## config.mk

```make
export PLATFORM = sky130hd
export DESIGN_NAME = shop_decoder_v
export DESIGN_NICKNAME = d
export VERILOG_FILES = /design/src/rtl/shop_decoder_v_pkg.sv /design/src/rtl/shop_tt_match_v.sv /design/src/rtl/shop_decoder_v.sv
export SDC_FILE = /design/constraint.sdc
export NUM_CORES = 1
export LEC_CHECK = 0
export ABC_AREA = 1
export CELL_PAD_IN_SITES_DETAIL_PLACEMENT = 1
export CELL_PAD_IN_SITES_GLOBAL_PLACEMENT = 1
export CORE_UTILIZATION = 37
export CTS_CLUSTER_DIAMETER = 100
export CTS_CLUSTER_SIZE = 40
export DETAILED_ROUTE_END_ITERATION = 8
export PLACE_DENSITY_LB_ADDON = 0.1
export REMOVE_ABC_BUFFERS = 1
export SLEW_MARGIN = 20
export SYNTH_ARGS = -nofsm -noshare
export SYNTH_HDL_FRONTEND = slang
export SYNTH_SLANG_ARGS = --single-unit
```

## constraint.sdc

```tcl
create_clock -name i_clk -period 1.6 [get_ports i_clk]
set_clock_uncertainty 0.15 [all_clocks]
set_input_delay 0.32 -clock i_clk [delete_from_list [all_inputs] [get_ports i_clk]]
set_output_delay 0.32 -clock i_clk [all_outputs]
set_load 0.01 [all_outputs]
```

## src/rtl/shop_decoder_v_pkg.sv

```systemverilog
// Shared constants for the shop function unit and its readback decoder:
// function codes, their 8-entry truth tables, and the decoder FSM encoding.
package shop_pkg_v;

  localparam logic [1:0] CODE_XOR3  = 2'b00;
  localparam logic [1:0] CODE_NAND3 = 2'b01;
  localparam logic [1:0] CODE_NOR3  = 2'b10;
  localparam logic [1:0] CODE_XNOR3 = 2'b11;

  // bit n of each table is f at {a,b,c} = n
  localparam logic [7:0] TT_XOR3  = 8'h96;
  localparam logic [7:0] TT_NAND3 = 8'h7F;
  localparam logic [7:0] TT_NOR3  = 8'h01;
  localparam logic [7:0] TT_XNOR3 = 8'h69;

  typedef enum logic [1:0] {
    ST_IDLE   = 2'd0,
    ST_DRIVE  = 2'd1,
    ST_RESULT = 2'd2
  } state_e;

endpackage

```

## src/rtl/shop_tt_match_v.sv

```systemverilog
// Maps a captured 8-bit truth table back to the shop function code.
// Unknown patterns report valid_o = 0 with code 00.
module shop_tt_match_v
  import shop_pkg_v::*;
(
  input  logic [7:0] pattern_i,
  output logic       valid_o,
  output logic [1:0] code_o
);

  always_comb begin
    valid_o = 1'b1;
    code_o  = CODE_XOR3;
    if (pattern_i == TT_XOR3) begin
      code_o = CODE_XOR3;
    end else if (pattern_i == TT_NAND3) begin
      code_o = CODE_NAND3;
    end else if (pattern_i == TT_NOR3) begin
      code_o = CODE_NOR3;
    end else if (pattern_i == TT_XNOR3) begin
      code_o = CODE_XNOR3;
    end else begin
      valid_o = 1'b0;
      code_o  = CODE_XOR3;
    end
  end

endmodule

```

## src/rtl/shop_decoder_v.sv

```systemverilog
// Sweeps all eight {a,b,c} combinations into a shop unit, captures f,
// and decodes which function code the unit is running.
module shop_decoder_v
  import shop_pkg_v::*;
#(
  parameter int unsigned SETTLE_CYCLES = 1
) (
  input  logic       i_clk,
  input  logic       i_rst,
  input  logic       i_start,
  input  logic       i_f,
  output logic       o_a,
  output logic       o_b,
  output logic       o_c,
  output logic       o_busy,
  output logic       o_done,
  output logic       o_valid,
  output logic [1:0] o_code,
  output logic [7:0] o_cap
);

  localparam logic [3:0] CNT_LAST = 4'(SETTLE_CYCLES - 1);

  state_e     state_q;
  logic [2:0] idx_q;
  logic [3:0] cnt_q;
  logic       busy_q;
  logic       done_q;
  logic       valid_q;
  logic [1:0] code_q;
  logic [7:0] cap_q;

  logic       match_valid;
  logic [1:0] match_code;

  shop_tt_match_v u_match (
    .pattern_i (cap_q),
    .valid_o   (match_valid),
    .code_o    (match_code)
  );

  always_ff @(posedge i_clk or posedge i_rst) begin
    if (i_rst) begin
      state_q <= ST_IDLE;
      idx_q   <= 3'd0;
      cnt_q   <= 4'd0;
      busy_q  <= 1'b0;
      done_q  <= 1'b0;
      valid_q <= 1'b0;
      code_q  <= 2'b00;
      cap_q   <= 8'h00;
    end else begin
      done_q <= 1'b0;
      case (state_q)
        ST_IDLE: begin
          if (i_start) begin
            state_q <= ST_DRIVE;
            idx_q   <= 3'd0;
            cnt_q   <= 4'd0;
            busy_q  <= 1'b1;
          end
        end
        ST_DRIVE: begin
          if (cnt_q == CNT_LAST) begin
            cap_q[idx_q] <= i_f;
            cnt_q        <= 4'd0;
            // index doubles as the a/b/c stimulus, so park it at 0 on exit
            if (idx_q == 3'd7) begin
              state_q <= ST_RESULT;
              idx_q   <= 3'd0;
            end else begin
              idx_q <= idx_q + 3'd1;
            end
          end else begin
            cnt_q <= cnt_q + 4'd1;
          end
        end
        ST_RESULT: begin
          valid_q <= match_valid;
          code_q  <= match_code;
          done_q  <= 1'b1;
          busy_q  <= 1'b0;
          state_q <= ST_IDLE;
        end
        default: state_q <= ST_IDLE;
      endcase
    end
  end

  assign o_a     = idx_q[2];
  assign o_b     = idx_q[1];
  assign o_c     = idx_q[0];
  assign o_busy  = busy_q;
  assign o_done  = done_q;
  assign o_valid = valid_q;
  assign o_code  = code_q;
  assign o_cap   = cap_q;

endmodule

```

### Word-level counts from Yosys, hierarchy flattened

Index checks and enable logic that the tools add are counted.

| storage, ports and cells | value |
|---|---|
| bits in registers | 22 |
| bits of input ports | 4 |

| cells by class | value |
|---|---|
| equal/unequal tests | 10 |
| reductions and logical operators | 10 |
| add/sub/neg operators | 2 |
| order comparisons | 2 |
| multiplexer cells | 25 |

Operator list:

| kind | number |
|---|---|
| 8-bit by 7-bit equality test with 1-bit output, second input constant | 2 |
| 2-bit 2-to-1 mux | 7 |
| 3-bit 2-to-1 mux | 3 |
| 8-bit bitwise mux | 1 |
| 8-bit by 1-bit equality test with 1-bit output, second input constant | 1 |
| 8-bit equality test, second input constant | 1 |
| 4-bit 2-to-1 mux | 2 |
| 4-bit case mux with 2 select lines | 1 |
| 1-bit 2-to-1 mux | 7 |
| 2-bit != test, second input constant | 3 |
| 3-bit case mux with 2 select lines | 1 |
| 2-bit AND reduction | 3 |
| 3-bit AND reduction | 2 |
| 4-bit by 1-bit adder with 4-bit output, second input constant | 1 |
| 4-bit logical NOT | 1 |
| 3-bit by 4-bit less-than comparator with 1-bit output, second input constant | 1 |
| 2-bit case mux with 2 select lines | 1 |
| 2-bit nonzero test | 2 |
| 3-bit by 1-bit adder with 3-bit output, second input constant | 1 |
| 1-bit demux with 3-bit select | 1 |
| 3-bit equality test, second input constant | 1 |
| 3-bit by 1-bit >= comparator with 1-bit output, second input constant | 1 |
| 2-bit by 1-bit equality test with 1-bit output, second input constant | 1 |
| 2-bit equality test, second input constant | 1 |
| other kinds (3) | 3 |

### Longest topological paths before layout

| depth | value |
|---|---|
| word-level depth | 5 |
| gate-level depth with buffers | 7 |

### Modules after synthesis

From an unflattened synthesis, not the netlist that was laid out.

| unflattened totals | value |
|---|---|
| cells, all modules | 168 |
| area total of the unflattened synthesis | 1,229.9 um2 |

By module, submodules not included:

| module | instances | area each (um2) | seq. area each (um2) | cells an instance |
|---|---|---|---|---|
| shop_decoder_v | 1 | 1,088.5 | 550.5 | 133 |
| shop_tt_match_v | 1 | 141.4 | 0.0 | 35 |

### Worst setup path after synthesis

No wires, ideal clock.

| timing | value |
|---|---|
| path type | register -> register |
| start | register cnt_q[0] |
| end | register cap_q[1] (netlist: o_cap[1]) |
| slack | 0.110 ns |
| arrival | 1.214 ns |
| clock period less this slack | 1.490 ns |
| path buffers | 0 |
| stages on the path, launching flop included | 8 |
| setup time | 0.126 ns |
| data required time | 1.324 ns |
| path through | dfrtp_1 -> inv_1 -> ha_1 -> nand3_1 -> nor2_8 -> nand3_1 -> nand2_1 -> o21ai_1 |

| between the ends | value |
|---|---|
| word-level cells in the longest chain between the ends | 2 |

Ends and longest elaborated chain:

| what | line | text |
|---|---|---|
| start: declaration | shop_decoder_v.sv:26 | `logic [3:0] cnt_q;` |
| start signal: assignment | shop_decoder_v.sv:75 | `cnt_q <= cnt_q + 4'd1;` |
| 4-bit logical NOT | shop_decoder_v.sv:64 | `if (cnt_q == CNT_LAST) begin` |
| 2-bit AND reduction (no source line) | n/a |  |
| end signal: indexed assignment | shop_decoder_v.sv:65 | `cap_q[idx_q] <= i_f;` |
| end: declaration | shop_decoder_v.sv:31 | `logic [7:0] cap_q;` |

No other way between the ends.
A chain may end at the register's enable or synchronous reset.

### Worst setup path in the final report

| timing | value |
|---|---|
| start | register cnt_q[0] |
| end | register cap_q[0] (netlist: o_cap[0]) |

Same word-level chain as after synthesis.

==> reports/qor.yml <==
grt:
  grt_first_pass_wirelength_mm: 5.181
  antenna_found_initial: 0
  grt_pass1_vias: 1120
  grt_max_degree: 23
  grtUsageTotal: 0.2060
  grt_overflow_total: 0
floorplanning:
  coreArea_mm2: 0.002853
  dieArea_mm2: 0.003317
  initial_core_util: 0.4009
  num_io_pins: 20
  rows: 19
  die_y_um: 57.60
  die_x_um: 57.60
final_layout:
  drive_gt1_frac: 0.2054
  num_antenna_cells: 0
  mostFrequentLayoutCells: "37 x nand2_1, 20 x dfrtp_1, 18 x inv_1, 18 x buf_4, 17 x nor2_1"
  final.fill_count: 355
  syn_to_final_growth_pct: 38.18
  nNetsFinal: 194
  fin_util: 0.5539
  final_common_cell: "nand2_1"
sta:
  hold_slack_ns: 0.1866
  finalHoldViolations: 0
  slew_violations: 0
  setup_viol: 0
  layout_min_cycle_time_ns: 1.549
  fmax_mhz: 645.5
  tightest_slew_ns: 0.2813
  period_share: 0.9683
  slew_headroom: 0.8125
synthesis:
  ys_warn_count: 0
  synth-seq-area-share: 0.4814
  postSynthCellCount: 143
  ys_ff_latch: 22
  yosysUniqueCellTypes: 19
  synth_area_per_cell_um2: 7.997
  syn_area_mm2: 0.001144
setup_path:
  worst-setup-path-type: "reg -> reg"
  worst-r2r-cell-count: 7
  worstPathMaxFanout: 5
  end_kind: "register"
  cp_data_arrival_time_ns: 1.59
  rrSetupSlack_ns: 0.05
  reg2reg_from: "cnt_q[0]"
  start_kind: "register"
  cp.required_ns: 1.64
  r2r-end: "o_cap[0]"
route:
  firstDrtPassIters: 6
  viasPerCell: 5.088
  drt_iter0_markers: 21
  drt_drc_violations_left: 3
  vias: 1099
  ant_nets: 0
  wire_per_inst_um: 14.79
  routed_wl_mm: 3.194
clocking:
  root_buffer: "clkbuf_4"
  clkTransAtPathRegs_ns: 0.14
  insertion_delay_ns: 0.31
  cts_tree: "built"
  cts.sinks: 22
  cts_htree_levels: 1
  clockBufferDepth: 2
  cts_inserted_buffers: 3
power_and_ir_drop:
  p_leak_uw: 0.0008441
  cellPowerDensity_mw_per_mm2: 1618
  ir_drop_uv: 793.3
status:
  status: "complete, but fails checks"
  failed_checks: "design-rule violations"
flow_run:
  cap_violations: 0
placement:
  place_hpwl_mm: 2.203
  gp_congestion: 0.8347
  portBuffers: 19
min_path:
  min_path_type: "in -> async"
==> cells by family (layout without fill, tap and decap cells) <==
| family | count (synthesis) | count (layout) | share of synthesized area |
|---|---|---|---|
| xor+xnor | 2 | 2 | 0.01532 |
| buf+inv | 22 | 63 | 0.07440 |
| flops | 22 | 22 | 0.4814 |
| fa+ha+maj | 4 | 4 | 0.04377 |
| compound gates | 19 | 19 | 0.08753 |
| simple gates | 74 | 75 | 0.2976 |
==> routing by layer <==
metal  routed length [um]  track usage  part of all wire  up-vias
met2                 1666       0.3654              0.52       16
met4                   42      0.04181             0.013        0
met3                   71      0.02721             0.022        4
met1                 1413       0.2680              0.44      540
met5                    0            0                 0        -
li1                     -            -                 -      539
==> how the worst max path moves through the flow <==
stage | startpoint | cells past startpoint | slack, ns | endpoint
floorplan | cnt_q[0] | 7 | 0.11 | o_cap[1]
global placement | i_start | 6 | 0.02 | idx_q[2]
detailed placement | i_start | 6 | -0.02 | idx_q[2]
CTS | idx_q[1] | 6 | 0.02 | idx_q[0]
global route | cnt_q[0] | 7 | -0.05 | o_cap[5]
finish | cnt_q[0] | 7 | 0.05 | o_cap[0]
==> sequential cells by signal, summed over array words and instances, names as in the netlist <==
signal and flops:
cnt_q 4, idx_q 3, o_busy 1, o_cap 8
o_code 2, o_done 1, o_valid 1, state_q 2
==> through the flow <==
stage          instance area, um^2  setup TNS (ns)  cells  setup WS, ns  power [uW]
2_1_floorplan                 1144               0    143        0.1101        1488
3_3_place_gp                  1455               0    204       0.01610        2017
3_5_place_dp                  1455        -0.09373    204      -0.02233        2076
4_1_cts                       1529               0    213       0.01863        2436
5_1_grt                       1580         -0.1166    216      -0.04626        2764
6_report                      1580               0    216       0.05078        2557
==> critical path, stage by stage (launching register included) <==
cell and delay, ns:
dfrtp_1 0.43, inv_2 0.11, ha_4 0.15, nand3_4 0.13
nor2_8 0.16, nand3_1 0.12, nand2_1 0.11, o21ai_1 0.08
==> synth_stat cells (all sizes together) <==
master  number  area, um^2
inv         22       85.08
o211ai       1       7.510
nand4        1       6.260
xor2         1       8.760
xnor2        1       8.760
nor3         1       5.000
nor2        21       118.9
o22ai        2       12.51
nand3       13       65.06
ha           4       50.05
nor4         1       6.260
o21ai       16       80.08
nand2       37       138.9
dfrtp       22       550.5
==> power by group <==
part | internal, uW | switching (uW)
registers | 732 | 121
logic | 618 | 765
clock network | 139 | 181
total | 1490 | 1070
==> final cells by class <==
class                   instances  area [um^2]  area share
clock buffers                   4        36.28     0.02296
inverters                      22        85.08     0.05384
multi-input cells             100        561.8      0.3555
flip-flops and latches         22        553.0      0.3500
well taps                      31        38.79     0.02454
repair buffers                 37        305.3      0.1932
==> repair_timing <==
| item | 4_1_cts | 5_1_grt |
|---|---|---|
| endpoints found under the setup margin | 25 | 12 |
| gates resized for setup | 20 | 9 |
| pin swaps | 1 | 2 |
| cloned | 1 | 0 |
| buffers inserted | 4 | 3 |
| hold buffers | 0 | 0 |
(Power assumes the default switching activity.)
==> patch, RTL diff (same flow settings) <==
Register the inputs `i_start` and `i_f` before use, with the module's reset. The logic sees them one clock later.
--- a/src/rtl/shop_decoder_v.sv
+++ b/src/rtl/shop_decoder_v.sv
@@ -20,6 +20,19 @@
 );
 
   localparam logic [3:0] CNT_LAST = 4'(SETTLE_CYCLES - 1);
+
+  logic i_start_q;
+  logic i_f_q;
+
+  always_ff @(posedge i_clk or posedge i_rst) begin
+    if (i_rst) begin
+      i_start_q <= '0;
+      i_f_q     <= '0;
+    end else begin
+      i_start_q <= i_start;
+      i_f_q     <= i_f;
+    end
+  end
 
   state_e     state_q;
   logic [2:0] idx_q;
@@ -53,7 +66,7 @@
       done_q <= 1'b0;
       case (state_q)
         ST_IDLE: begin
-          if (i_start) begin
+          if (i_start_q) begin
             state_q <= ST_DRIVE;
             idx_q   <= 3'd0;
             cnt_q   <= 4'd0;
@@ -62,7 +75,7 @@
         end
         ST_DRIVE: begin
           if (cnt_q == CNT_LAST) begin
-            cap_q[idx_q] <= i_f;
+            cap_q[idx_q] <= i_f_q;
             cnt_q        <= 4'd0;
             // index doubles as the a/b/c stimulus, so park it at 0 on exit
             if (idx_q == 3'd7) begin
Behaviour: not the same (a bounded check fails within 4 cycles, from zero or initial values and one cycle with i_rst high).
==> patch against the unedited design <==
- highest routed layer unchanged
- non-clock buffer count fell by 5
- synthesized area increased by 4.5%
- setup slack improved by 0.043 ns
- synthesized cell count is 1.4% lower
- cell area fell by 2.1%
- sequential cell count grew 2
- power decreased by 5.4%
- fmax is 2.8% higher
- wire length is 16% lower
==> patch: results (changes against the unedited design) <==
| Metric | Value |
|---|---|
| Status | finished clean |
| R2R Path End | idx_q[0]$_DFFE_PP0P_ |
| GPL Wtd Cong | 0.7964 (-4.6%) |
| Sequential share of cell area | 38.97% (+4.0 points) |
| CP top delay family | flip-flops |
| Starting DRT DRC Count | 12 (-43%) |
| Cells after Synth | 141 (-1.4%) |
| Nets@finish | 186 (-4.1%) |
| Synth top area cells | dfrtp_1 (50%), nand2_1 (9.7%), inv_1 (6.3%) |
| Clk tree area frac | 1.455% (-0.84 points) |
| First-pass GRT wire length | 4567 um (-12%) |
| Worst Reg2Reg Path Length in Cells | 6 (-1) |
| Total CTS buffers | 3 (unchanged) |
| Layout area overhead | 29.53% |
| Switch Pwr | 0.9858 mW (-7.6%) |
| Critical-path maximum fanout | 6 (+1) |
| Drt wl/cell | 12.15 um (-18%) |
| FF+latch count | 24 (+9.1%) |
| Largest net degree at the start of global routing | 25 (+8.7%) |
| Power share of the clock group | 10.3% (-2.2 points) |
| Multi-input gates | 95 (-5.0%) |
| Clock-pin slew on the worst setup and hold paths | 0.12 ns (-0.02 ns) |
| Fraction of layout cells with a size suffix above 1 | 15.34% (-5.2 points) |
| R2r startpoint | idx_q[0]$_DFFE_PP0P_ |
| DR pass1 iterations | 4 (-2) |
| Internal power | 1.432 mW (-3.9%) |
| Area of the multi-input gates | 516.7 um^2 (-8.0%) |
| DR vias/cell | 4.714 (-7.4%) |
| Fin crit period | 1.506 ns (-0.04281 ns) |
| Crit-path slowest cell | dfrtp_2 |
| Lkg Pwr | 0.7963 nW (-5.7%) |
| GRT Total Usage | 17.55% (-3.1 points) |
| Flop2flop setup slack | 0.09 ns (+0.04 ns) |
| Finished Layout Cells | 220 (+1.9%) |
| Post-synthesis sequential area ratio | 50.26% (+2.1 points) |
| Top cells by count, synth | nand2_1 (31), dfrtp_1 (24), inv_1 (20), nor2_1 (18), nand3_1 (14) |
| Netlist cell types | 21 (+2) |
| Sequential power | 0.880 mW (+3.0%) |
| Fill cells | 390 (+9.9%) |
| Signal buf overhead | 17.30% (-2.0 points) |
| Worst-Margin Slew | 0.3518 ns (+0.07049 ns) |
==> patch: per-layer routing <==
| metal | global-route usage [%] | share of wire [%] | vias up |
|---|---|---|---|
| met1 | 22.94 | 48 | 499 |
| met2 | 30.03 | 49 | 11 |
| met5 | 0 | 0 | - |
| met4 | 5.102 | 0.79 | 0 |
| met3 | 2.637 | 2.1 | 2 |
| li1 | - | - | 525 |
==> patch: cells by family (layout without fill, tap and decap cells) <==
family / after synthesis / count (layout) / synth area share, %
and+or+nand+nor: 69 / 69 / 27.33
AOI/OAI and AO/OA: 20 / 20 / 9.844
DFF: 24 / 24 / 50.26
xor gates and xnor gates: 2 / 2 / 1.466
adders and majority gates: 4 / 4 / 4.189
buffers and inverters: 22 / 57 / 6.911
==> patch: timing repair <==
action / CTS / global route
pin swaps: 0 / 0
setup buffers: 7 / 0
endpoints found under the setup margin: 16 / 2
resized for setup: 18 / 2
